--- src/rtl/module_alu_shifter_seq_pkg.sv ---
// Shared types for the multi-cycle shifter: operation modes, FSM states, direction codes.
package pkg_bits;

    typedef enum logic [1:0] {
        MODE_FILL  = 2'b00,
        MODE_ARITH = 2'b01,
        MODE_ROT   = 2'b10
    } shift_mode_e;

    typedef enum logic [1:0] {
        ST_IDLE,
        ST_SHIFT,
        ST_DONE
    } shift_state_e;

    localparam logic DIR_LEFT  = 1'b0;
    localparam logic DIR_RIGHT = 1'b1;

    // The reserved encoding 2'b11 behaves exactly like fill.
    function automatic shift_mode_e decode_mode(input logic [1:0] m);
        return (m == 2'b11) ? MODE_FILL : shift_mode_e'(m);
    endfunction

endpackage

--- src/rtl/module_alu_shifter_seq_if.sv ---
// Request/result bundle between the ALU control and the shifter; master drives the request.
interface module_alu_shifter_seq_if #(
    parameter int WIDTH   = 8,
    parameter int SHAMT_W = $clog2(WIDTH) + 1
);
    logic               start_i;
    logic [WIDTH-1:0]   a_i;
    logic [SHAMT_W-1:0] b_i;
    logic               dir_i;
    logic [1:0]         mode_i;
    logic               fill_i;
    logic               ready_o;
    logic               done_o;
    logic [WIDTH-1:0]   result_o;
    logic               carry_o;
    logic               zero_o;

    modport master (
        output start_i, a_i, b_i, dir_i, mode_i, fill_i,
        input  ready_o, done_o, result_o, carry_o, zero_o
    );

    modport slave (
        input  start_i, a_i, b_i, dir_i, mode_i, fill_i,
        output ready_o, done_o, result_o, carry_o, zero_o
    );
endinterface

--- src/rtl/module_shift_step.sv ---
// Combinational step: shifts a word by k (0..STEP) single-bit positions and reports the last bit out.
module module_shift_step
    import pkg_bits::*;
#(
    parameter int WIDTH = 8,
    parameter int STEP  = 1,
    parameter int KW    = $clog2(WIDTH) + 1
) (
    input  logic [WIDTH-1:0] word_i,
    input  logic [KW-1:0]    k_i,
    input  logic             dir_i,
    input  shift_mode_e      mode_i,
    input  logic             fill_i,
    output logic [WIDTH-1:0] word_o,
    output logic             out_bit_o
);

    logic [WIDTH-1:0] w;
    logic             ob;
    logic             ins;

    always_comb begin
        w   = word_i;
        ob  = 1'b0;
        ins = 1'b0;
        // Unrolled chain of single-bit moves; only the first k stages are active.
        for (int i = 0; i < STEP; i++) begin
            if (KW'(i) < k_i) begin
                if (dir_i == DIR_LEFT) begin
                    ob  = w[WIDTH-1];
                    ins = (mode_i == MODE_ROT)   ? w[WIDTH-1] :
                          (mode_i == MODE_ARITH) ? 1'b0 : fill_i;
                    w   = {w[WIDTH-2:0], ins};
                end else begin
                    ob  = w[0];
                    ins = (mode_i == MODE_ROT)   ? w[0] :
                          (mode_i == MODE_ARITH) ? w[WIDTH-1] : fill_i;
                    w   = {ins, w[WIDTH-1:1]};
                end
            end
        end
        word_o    = w;
        out_bit_o = ob;
    end

endmodule

--- src/rtl/module_alu_shifter_seq.sv ---
// Multi-cycle shifter: IDLE accepts a request, SHIFT moves up to STEP bits per clock, DONE pulses done_o.
// Result, carry and zero are registered on entry to DONE and held until the next accept.
module module_alu_shifter_seq
    import pkg_bits::*;
#(
    parameter int WIDTH   = 8,
    parameter int STEP    = 1,
    parameter int SHAMT_W = $clog2(WIDTH) + 1
) (
    input  logic clk_i,
    input  logic rst_n_i,
    module_alu_shifter_seq_if.slave sh_if
);

    shift_state_e       state_q, state_d;
    logic [WIDTH-1:0]   work_q, work_d;
    logic [SHAMT_W-1:0] rem_q, rem_d;
    logic               dir_q, dir_d;
    shift_mode_e        mode_q, mode_d;
    logic               fill_q, fill_d;
    logic [WIDTH-1:0]   result_q, result_d;
    logic               carry_q, carry_d;
    logic               zero_q, zero_d;

    logic [SHAMT_W-1:0] k;
    logic [WIDTH-1:0]   step_word;
    logic               step_out;

    assign k = (rem_q > SHAMT_W'(STEP)) ? SHAMT_W'(STEP) : rem_q;

    module_shift_step #(
        .WIDTH (WIDTH),
        .STEP  (STEP),
        .KW    (SHAMT_W)
    ) u_step (
        .word_i    (work_q),
        .k_i       (k),
        .dir_i     (dir_q),
        .mode_i    (mode_q),
        .fill_i    (fill_q),
        .word_o    (step_word),
        .out_bit_o (step_out)
    );

    always_comb begin
        state_d  = state_q;
        work_d   = work_q;
        rem_d    = rem_q;
        dir_d    = dir_q;
        mode_d   = mode_q;
        fill_d   = fill_q;
        result_d = result_q;
        carry_d  = carry_q;
        zero_d   = zero_q;
        case (state_q)
            ST_IDLE: begin
                if (sh_if.start_i) begin
                    work_d = sh_if.a_i;
                    rem_d  = sh_if.b_i;
                    dir_d  = sh_if.dir_i;
                    mode_d = decode_mode(sh_if.mode_i);
                    fill_d = sh_if.fill_i;
                    if (sh_if.b_i == '0) begin
                        state_d  = ST_DONE;
                        result_d = sh_if.a_i;
                        carry_d  = 1'b0;
                        zero_d   = (sh_if.a_i == '0);
                    end else begin
                        state_d = ST_SHIFT;
                    end
                end
            end
            ST_SHIFT: begin
                work_d = step_word;
                rem_d  = rem_q - k;
                if (rem_d == '0) begin
                    state_d  = ST_DONE;
                    result_d = step_word;
                    carry_d  = step_out;
                    zero_d   = (step_word == '0);
                end
            end
            ST_DONE: state_d = ST_IDLE;
            default: state_d = ST_IDLE;
        endcase
    end

    always_ff @(posedge clk_i) begin
        if (!rst_n_i) begin
            state_q  <= ST_IDLE;
            work_q   <= '0;
            rem_q    <= '0;
            dir_q    <= DIR_LEFT;
            mode_q   <= MODE_FILL;
            fill_q   <= 1'b0;
            result_q <= '0;
            carry_q  <= 1'b0;
            zero_q   <= 1'b1;
        end else begin
            state_q  <= state_d;
            work_q   <= work_d;
            rem_q    <= rem_d;
            dir_q    <= dir_d;
            mode_q   <= mode_d;
            fill_q   <= fill_d;
            result_q <= result_d;
            carry_q  <= carry_d;
            zero_q   <= zero_d;
        end
    end

    assign sh_if.ready_o  = (state_q == ST_IDLE);
    assign sh_if.done_o   = (state_q == ST_DONE);
    assign sh_if.result_o = result_q;
    assign sh_if.carry_o  = carry_q;
    assign sh_if.zero_o   = zero_q;

endmodule

--- src/flat_wrapper.sv ---
// flat-port wrapper written by rule: the top's interface ports become plain ports
module module_alu_shifter_seq_flat import pkg_bits::*;
#(
    parameter int WIDTH   = 8,
    parameter int STEP    = 1,
    parameter int SHAMT_W = $clog2(WIDTH) + 1
)
  (clk_i, rst_n_i, sh_if_start_i, sh_if_a_i, sh_if_b_i, sh_if_dir_i, sh_if_mode_i, sh_if_fill_i, sh_if_ready_o, sh_if_done_o, sh_if_result_o, sh_if_carry_o, sh_if_zero_o);
  module_alu_shifter_seq_if #(.WIDTH(WIDTH), .SHAMT_W(SHAMT_W)) sh_if_i ();
  input  logic clk_i;
  input  logic rst_n_i;
  input wire logic [$bits(sh_if_i.start_i)-1:0] sh_if_start_i;
  input wire logic [$bits(sh_if_i.a_i)-1:0] sh_if_a_i;
  input wire logic [$bits(sh_if_i.b_i)-1:0] sh_if_b_i;
  input wire logic [$bits(sh_if_i.dir_i)-1:0] sh_if_dir_i;
  input wire logic [$bits(sh_if_i.mode_i)-1:0] sh_if_mode_i;
  input wire logic [$bits(sh_if_i.fill_i)-1:0] sh_if_fill_i;
  output wire logic [$bits(sh_if_i.ready_o)-1:0] sh_if_ready_o;
  output wire logic [$bits(sh_if_i.done_o)-1:0] sh_if_done_o;
  output wire logic [$bits(sh_if_i.result_o)-1:0] sh_if_result_o;
  output wire logic [$bits(sh_if_i.carry_o)-1:0] sh_if_carry_o;
  output wire logic [$bits(sh_if_i.zero_o)-1:0] sh_if_zero_o;
  assign sh_if_i.start_i = sh_if_start_i;
  assign sh_if_i.a_i = sh_if_a_i;
  assign sh_if_i.b_i = sh_if_b_i;
  assign sh_if_i.dir_i = sh_if_dir_i;
  assign sh_if_i.mode_i = sh_if_mode_i;
  assign sh_if_i.fill_i = sh_if_fill_i;
  assign sh_if_ready_o = sh_if_i.ready_o;
  assign sh_if_done_o = sh_if_i.done_o;
  assign sh_if_result_o = sh_if_i.result_o;
  assign sh_if_carry_o = sh_if_i.carry_o;
  assign sh_if_zero_o = sh_if_i.zero_o;
  module_alu_shifter_seq #(.WIDTH(WIDTH), .STEP(STEP), .SHAMT_W(SHAMT_W)) u_core (.clk_i(clk_i), .rst_n_i(rst_n_i), .sh_if(sh_if_i));
endmodule
--- config.mk ---
export PLATFORM = sky130hd
export DESIGN_NAME = module_alu_shifter_seq_flat
export DESIGN_NICKNAME = d
export VERILOG_FILES = /design/src/rtl/module_alu_shifter_seq_pkg.sv /design/src/rtl/module_alu_shifter_seq_if.sv /design/src/rtl/module_shift_step.sv /design/src/rtl/module_alu_shifter_seq.sv /design/src/flat_wrapper.sv
export SDC_FILE = /design/constraint.sdc
export NUM_CORES = 1
export LEC_CHECK = 0
export CAP_MARGIN = 20
export CELL_PAD_IN_SITES_DETAIL_PLACEMENT = 0
export CELL_PAD_IN_SITES_GLOBAL_PLACEMENT = 1
export CORE_UTILIZATION = 38
export DETAILED_ROUTE_END_ITERATION = 8
export MAX_ROUTING_LAYER = met4
export PLACE_DENSITY_LB_ADDON = 0.08
export RECOVER_POWER = 50
export SLEW_MARGIN = 20
export SYNTH_ARGS = -nofsm -noshare
export SYNTH_HDL_FRONTEND = slang
export SYNTH_HIERARCHICAL = 1
export SYNTH_SLANG_ARGS = --single-unit
--- constraint.sdc ---
create_clock -name clk_i -period 2.8 [get_ports clk_i]
set_clock_uncertainty 0.15 [all_clocks]
set_input_delay 0.28 -clock clk_i [delete_from_list [all_inputs] [get_ports clk_i]]
set_output_delay 0.28 -clock clk_i [all_outputs]
set_load 0.005 [all_outputs]
After elaboration in Yosys (flattened, before gate mapping). Cells that the tools add are included.

Div/mod/pow operators: 0. Add/sub/neg operators: 1. Equal/unequal tests: 8. Reductions and logical operators: 10. Bitwise gates (word level): 0. Shift operators: 0. Muxes and demuxes: 30. $mul: 0. Magnitude comparators: 2.

Operators with widths (number): 8-bit 2-to-1 mux (6); 8-bit case mux with 2 select lines (2); 8-bit zero test (2); 1-bit 2-to-1 mux (12); 4-bit zero test (2); 2-bit 2-to-1 mux (4); 4-bit 2-to-1 mux (2); 4-bit case mux with 2 select lines (1); 2-bit equality test (second input constant) (3); 2-bit AND reduction (3); 2-bit by 1-bit equality test with 1-bit output (second input constant) (2); 4-bit by 1-bit greater-than comparator with 1-bit output (second input constant) (1); 1-bit by 4-bit < comparator with 1-bit output (first input constant) (1); 2-bit by 1-bit inequality test with 1-bit output (second input constant) (2); 1-bit case mux with 2 select lines (2); 2-bit case mux with 2 select lines (1); 4-bit AND reduction (1); 4-bit subtractor (1); 2-bit zero test (1); 2-bit inequality test (second input constant) (1); 2-bit nonzero test (1).

Latch bits: 0. Output and inout port bits: 12. Bits in writable memories: 0. Logic and storage cells: 60. ROM bits: 0. Memories kept: 0. Flip-flop bits (word level): 28. Bits of input ports: 19.

Longest topological paths before layout.
Word-level depth: 8. Depth in mapped cells: 10. Depth with buffers taken out: 9.

Cells and area by module. The synthesis kept the hierarchy.

Modules (own cells, without submodules): module_alu_shifter_seq (cells each 146, seq. area each 560.5 um^2, instances 1, area an instance 1332.5 um^2); module_shift_step (cells each 36, seq. area each 0.0 um^2, instances 1, area an instance 264.0 um^2).

Worst setup path before layout. Ideal clock, no wire load.

Kind: reg-to-reg. Start: register u_core.rem_q[1]. End: register u_core.zero_q (netlist: u_core/sh_if.zero_o). Required time: 2.591 ns. Arrival time: 1.995 ns. Period minus slack after synthesis: 2.204 ns. Setup time: 0.059 ns. Setup slack: 0.596 ns. Cell stages (with the launch flop): 10. Buffers on the path: 1. Cell sequence: dfxtp_1 > nor3_1 > nand2b_1 > nor4_4 > buf_6 > o21ai_0 > nor4_1 > a21boi_0 > o221ai_2 > o31a_1.

Longest elaborated chain between the ends: 7. Elaborated cells between the ends (all ways): 11. Classes of those cells: add/sub (1); order compare (2); eq/ne (1); mux (4); reduce/logical (3).

RTL lines: start, declared (RTL line module_alu_shifter_seq.sv:17) `logic [SHAMT_W-1:0] rem_q, rem_d;`; start signal, assigned (RTL line module_alu_shifter_seq.sv:102) `rem_q <= rem_d;`; 4-bit by 1-bit greater-than comparator with 1-bit output (RTL line module_alu_shifter_seq.sv:29) `assign k = (rem_q > SHAMT_W'(STEP)) ? SHAMT_W'(STEP) : rem_q;`; 4-bit 2-to-1 mux (RTL line module_alu_shifter_seq.sv:29); named net u_core.k[0] (RTL line module_alu_shifter_seq.sv:25) `logic [SHAMT_W-1:0] k;`; 1-bit by 4-bit < comparator with 1-bit output (RTL line module_shift_step.sv:28) `if (KW'(i) < k_i) begin`; 8-bit 2-to-1 mux (RTL line module_shift_step.sv:28); named net u_core.step_word[6] (RTL line module_alu_shifter_seq.sv:26) `logic [WIDTH-1:0] step_word;`; 8-bit zero test (RTL line module_alu_shifter_seq.sv:80) `zero_d = (step_word == '0);`; 1-bit 2-to-1 mux (RTL line module_alu_shifter_seq.sv:76) `if (rem_d == '0) begin`; 1-bit case mux with 2 select lines (RTL line module_alu_shifter_seq.sv:55) `case (state_q)`; end signal, assigned (RTL line module_alu_shifter_seq.sv:108) `zero_q <= zero_d;`; end, declared (RTL line module_alu_shifter_seq.sv:23) `logic zero_q, zero_d;`.

The timed path passes the listed nets, and every way through them passes these cells. The select of a mux whose other input is x is not followed. A chain may end at the register's enable or synchronous reset.

Worst setup path in the final report.
Start: register u_core.rem_q[1]. End: register u_core.result_q[6] (netlist: u_core/sh_if.result_o[6]).

Longest elaborated chain between the ends: 6. Elaborated cells between the ends (all ways): 10. Classes of those cells: add/sub (1); order compare (2); eq/ne (1); mux (4); reduce/logical (2).

RTL lines: 4-bit by 1-bit greater-than comparator with 1-bit output (RTL line module_alu_shifter_seq.sv:29); 4-bit 2-to-1 mux (RTL line module_alu_shifter_seq.sv:29); 4-bit subtractor / 1-bit by 4-bit < comparator with 1-bit output (equally long branches) (RTL line module_alu_shifter_seq.sv:75, module_shift_step.sv:28); 4-bit zero test / 8-bit 2-to-1 mux (equally long branches) (RTL line module_alu_shifter_seq.sv:76, module_shift_step.sv:28); 2-bit by 1-bit inequality test with 1-bit output (no line) / 8-bit 2-to-1 mux (equally long branches); 4-bit AND reduction (no line) / 8-bit case mux with 2 select lines (equally long branches); end signal, assigned (RTL line module_alu_shifter_seq.sv:106) `result_q <= result_d;`; end, declared (RTL line module_alu_shifter_seq.sv:21) `logic [WIDTH-1:0] result_q, result_d;`.

Several ways; a longest one is shown, not always the timed one. The select of a mux whose other input is x is not followed.

==> run summary <==
Run status: finished clean
Crit-path max FO: 10
Tcrit/Tclk final: 92.9%
Cell with the most instances after synthesis: dfxtp_1
Post-DP HPWL: 3000 um
1st-pass router iterations: 4
Mapped Cells: 182
Layout cells sized above 1: 7.11%
CTS resizes: 0
Crit path required time: 2840 ps
Hold Crit Class: flip-flop to flip-flop
Total wire length: 3960 um
Sequential share of power: 43.0%
Chip Height: 66.8 um
Vias/cell: 5.36
Ys Warns: 6
Final min period: 2600 ps
Initial core utilization: 39.6%
Most frequent cells after synthesis: dfxtp_1, mux2i_1, nand2_1, nor2_1, a211oi_1
Sw Share: 30.7%
Yosys reg bits: 28
RSZ-0062 raised after global routing: false
Setup TNS: 0 ps
Leakage: 0.710 nW
Setup-failing EPs final: 0
# IOs: 31
Distinct cells, synth: 42
Vias in the first global route: 1318
Final nets: 232
Crit. End Element: flip-flop
Post-synthesis cell area: 1600 um2
Most common flop cell mapped by yosys: dfxtp_1
Logic pwr share: 29.4%
Antenna cells: 0
Row cnt: 23
CP Launch Type: flip-flop
Chip width: 66.8 um
Post-CTS setup buffers: 0
Clock root buffer: clkbuf_8
Clock Path Buffers: 2
Total CTS buffers: 3
Clk Latency, worst-skew pair: 270 ps
CTS tree: built
DRT antenna net count: 0
Sequential area share after synthesis: 35.1%
DR WL/cell: 15.2 um
Synth area leaders: dfxtp_1, mux2i_1, a211oi_1
Hold Vio Cnt, Final: 0
CTS Hold Bufs: 0
WS Path Type: flip-flop to flip-flop
Clk pin slew, worst setup/hold paths: 100 ps
Via count: 1399
GR Util All Layers: 20.1%
Worst Tran Pin Value: 803 ps
Die area: 4460 um2
Max Slew Vio Count: 0
Global-route wire length before repair: 6530 um
Place WS: 215 ps
Max VDD drop: 0.407 mV
GP Congestion: 0.893
Share of the synthesized area in the top cell type: 35.1%
Post-synth top area cell: dfxtp_1
Largest net degree at the start of global routing: 24
Syn_area_per_cell: 8.77 um2
Final WS setup: 199 ps
Sink Count: 28
Critical path arrival: 2640 ps
Slew margin rel.: 46.5%
Fmax: 0.385 GHz
First DRT Iteration DRCs: 70
Power per Cell Area: 580 nW/um2
Post-synth EDFFs: 0
PortBufs: 30
Switch Pwr: 0.000354 W
Post-synth ARST share: 0%
Core footprint: 4030 um2
Final instance area: 1990 um2
Post-route DRC: 0
CTS H-tree lvls: 1
Placed cell areas: 1920 um2
Maxcap violations: 0
Internal: 0.000799 W
Initial antenna violation count: 0
Layout area overhead: 24.5%
Global-route congestion overflow total: 0
Power share of the clock group: 27.6%
layout by cell type, fill, tap and decap left out, drive strengths merged, types with 2 or more instances in the layout:
cell type	n
dfxtp	28
mux2i	19
nand2	18
clkdlybuf4s50	17
nor2	17
a211oi	16
dlygate4sd3	13
nor3	10
a21oi	10
o21ai	8
nor4	6
nor2b	5
clkbuf	4
o31ai	4
o211ai	3
conb	3
nand2b	2
xnor2	2
nand3b	2
nand3	2
o31a	2
mux2	2
buf	2
per-layer routing:
metal | vias to the layer above | GRT usage [%] | wire length [um]
met3 | 2 | 4.11 | 75
met1 | 653 | 28.0 | 2000
met2 | 13 | 30.1 | 1870
met5 | - | - | 0
li1 | 731 | - | -
met4 | 0 | 3.72 | 17
cell type report:
class,instances,area [um2]
timing repair buffer,33,319
multi-input combinational,144,967
clock inverter,1,30.0
clock buffer,3,41.3
inverter,2,7.51
tap,50,62.6
sequential,28,561
fill,405,2040
through the flow:
stage	util [%]	instances	power, W	hold slack [ps]
final	49.3	261	0.00115	348
after global routing	49.3	261	0.00123	374
after floorplan	-	184	0.000732	266
after global placement	47.7	257	0.000846	319
after CTS	49.4	261	0.00117	344
after detailed placement	47.7	257	0.000850	317
worst paths after layout:
path	from	endpoint	slack [ps]	cells past startpoint
setup reg to reg	u_core/rem_q[1]	u_core/sh_if.result_o[6]	200	7
hold / removal	u_core/sh_if.zero_o	u_core/sh_if.zero_o	350	1
setup / recovery	u_core/rem_q[1]	u_core/sh_if.result_o[6]	200	7
hold reg to reg	u_core/sh_if.zero_o	u_core/sh_if.zero_o	350	1
logic make-up (layout without fill, tap and decap cells):
logic type	after synthesis	after routing	synth area share, %
other	1	3	0.235
AOI/OAI and AO/OA	48	48	21.6
adders and majority gates	1	1	0.784
xor gates and xnor gates	2	2	1.10
muxes	21	21	13.3
and+or+nand+nor	69	69	23.1
buffers and inverters	12	39	4.78
DFF	28	28	35.1
state kept, by name, summed over array words and instances (netlist names):
register,count
u_core/rem_q,4
u_core/work_q,8
u_core/sh_if.result_o,8
u_core/sh_if.zero_o,1
u_core/mode_q,2
u_core/sh_if.carry_o,1
u_core/fill_q,1
u_core/state_q,2
u_core/dir_q,1
power groups by stage:
stage / clock network (W) / registers (W) / logic, W
floorplan: 0 / 0.000489 / 0.000243
global placement: 0 / 0.000503 / 0.000343
detailed placement: 0 / 0.000506 / 0.000345
CTS: 0.000330 / 0.000496 / 0.000347
global route: 0.000346 / 0.000504 / 0.000380
finish: 0.000318 / 0.000496 / 0.000339
critical path, stage by stage (launching register included):
cell	delay, ps
dfxtp_1	450
nor3_1	100
or2_2	290
ha_1	320
nor4b_2	400
o31a_1	480
nor3_1	90
a211oi_1	240
Note: power is estimated with default switching activity, not from simulation.
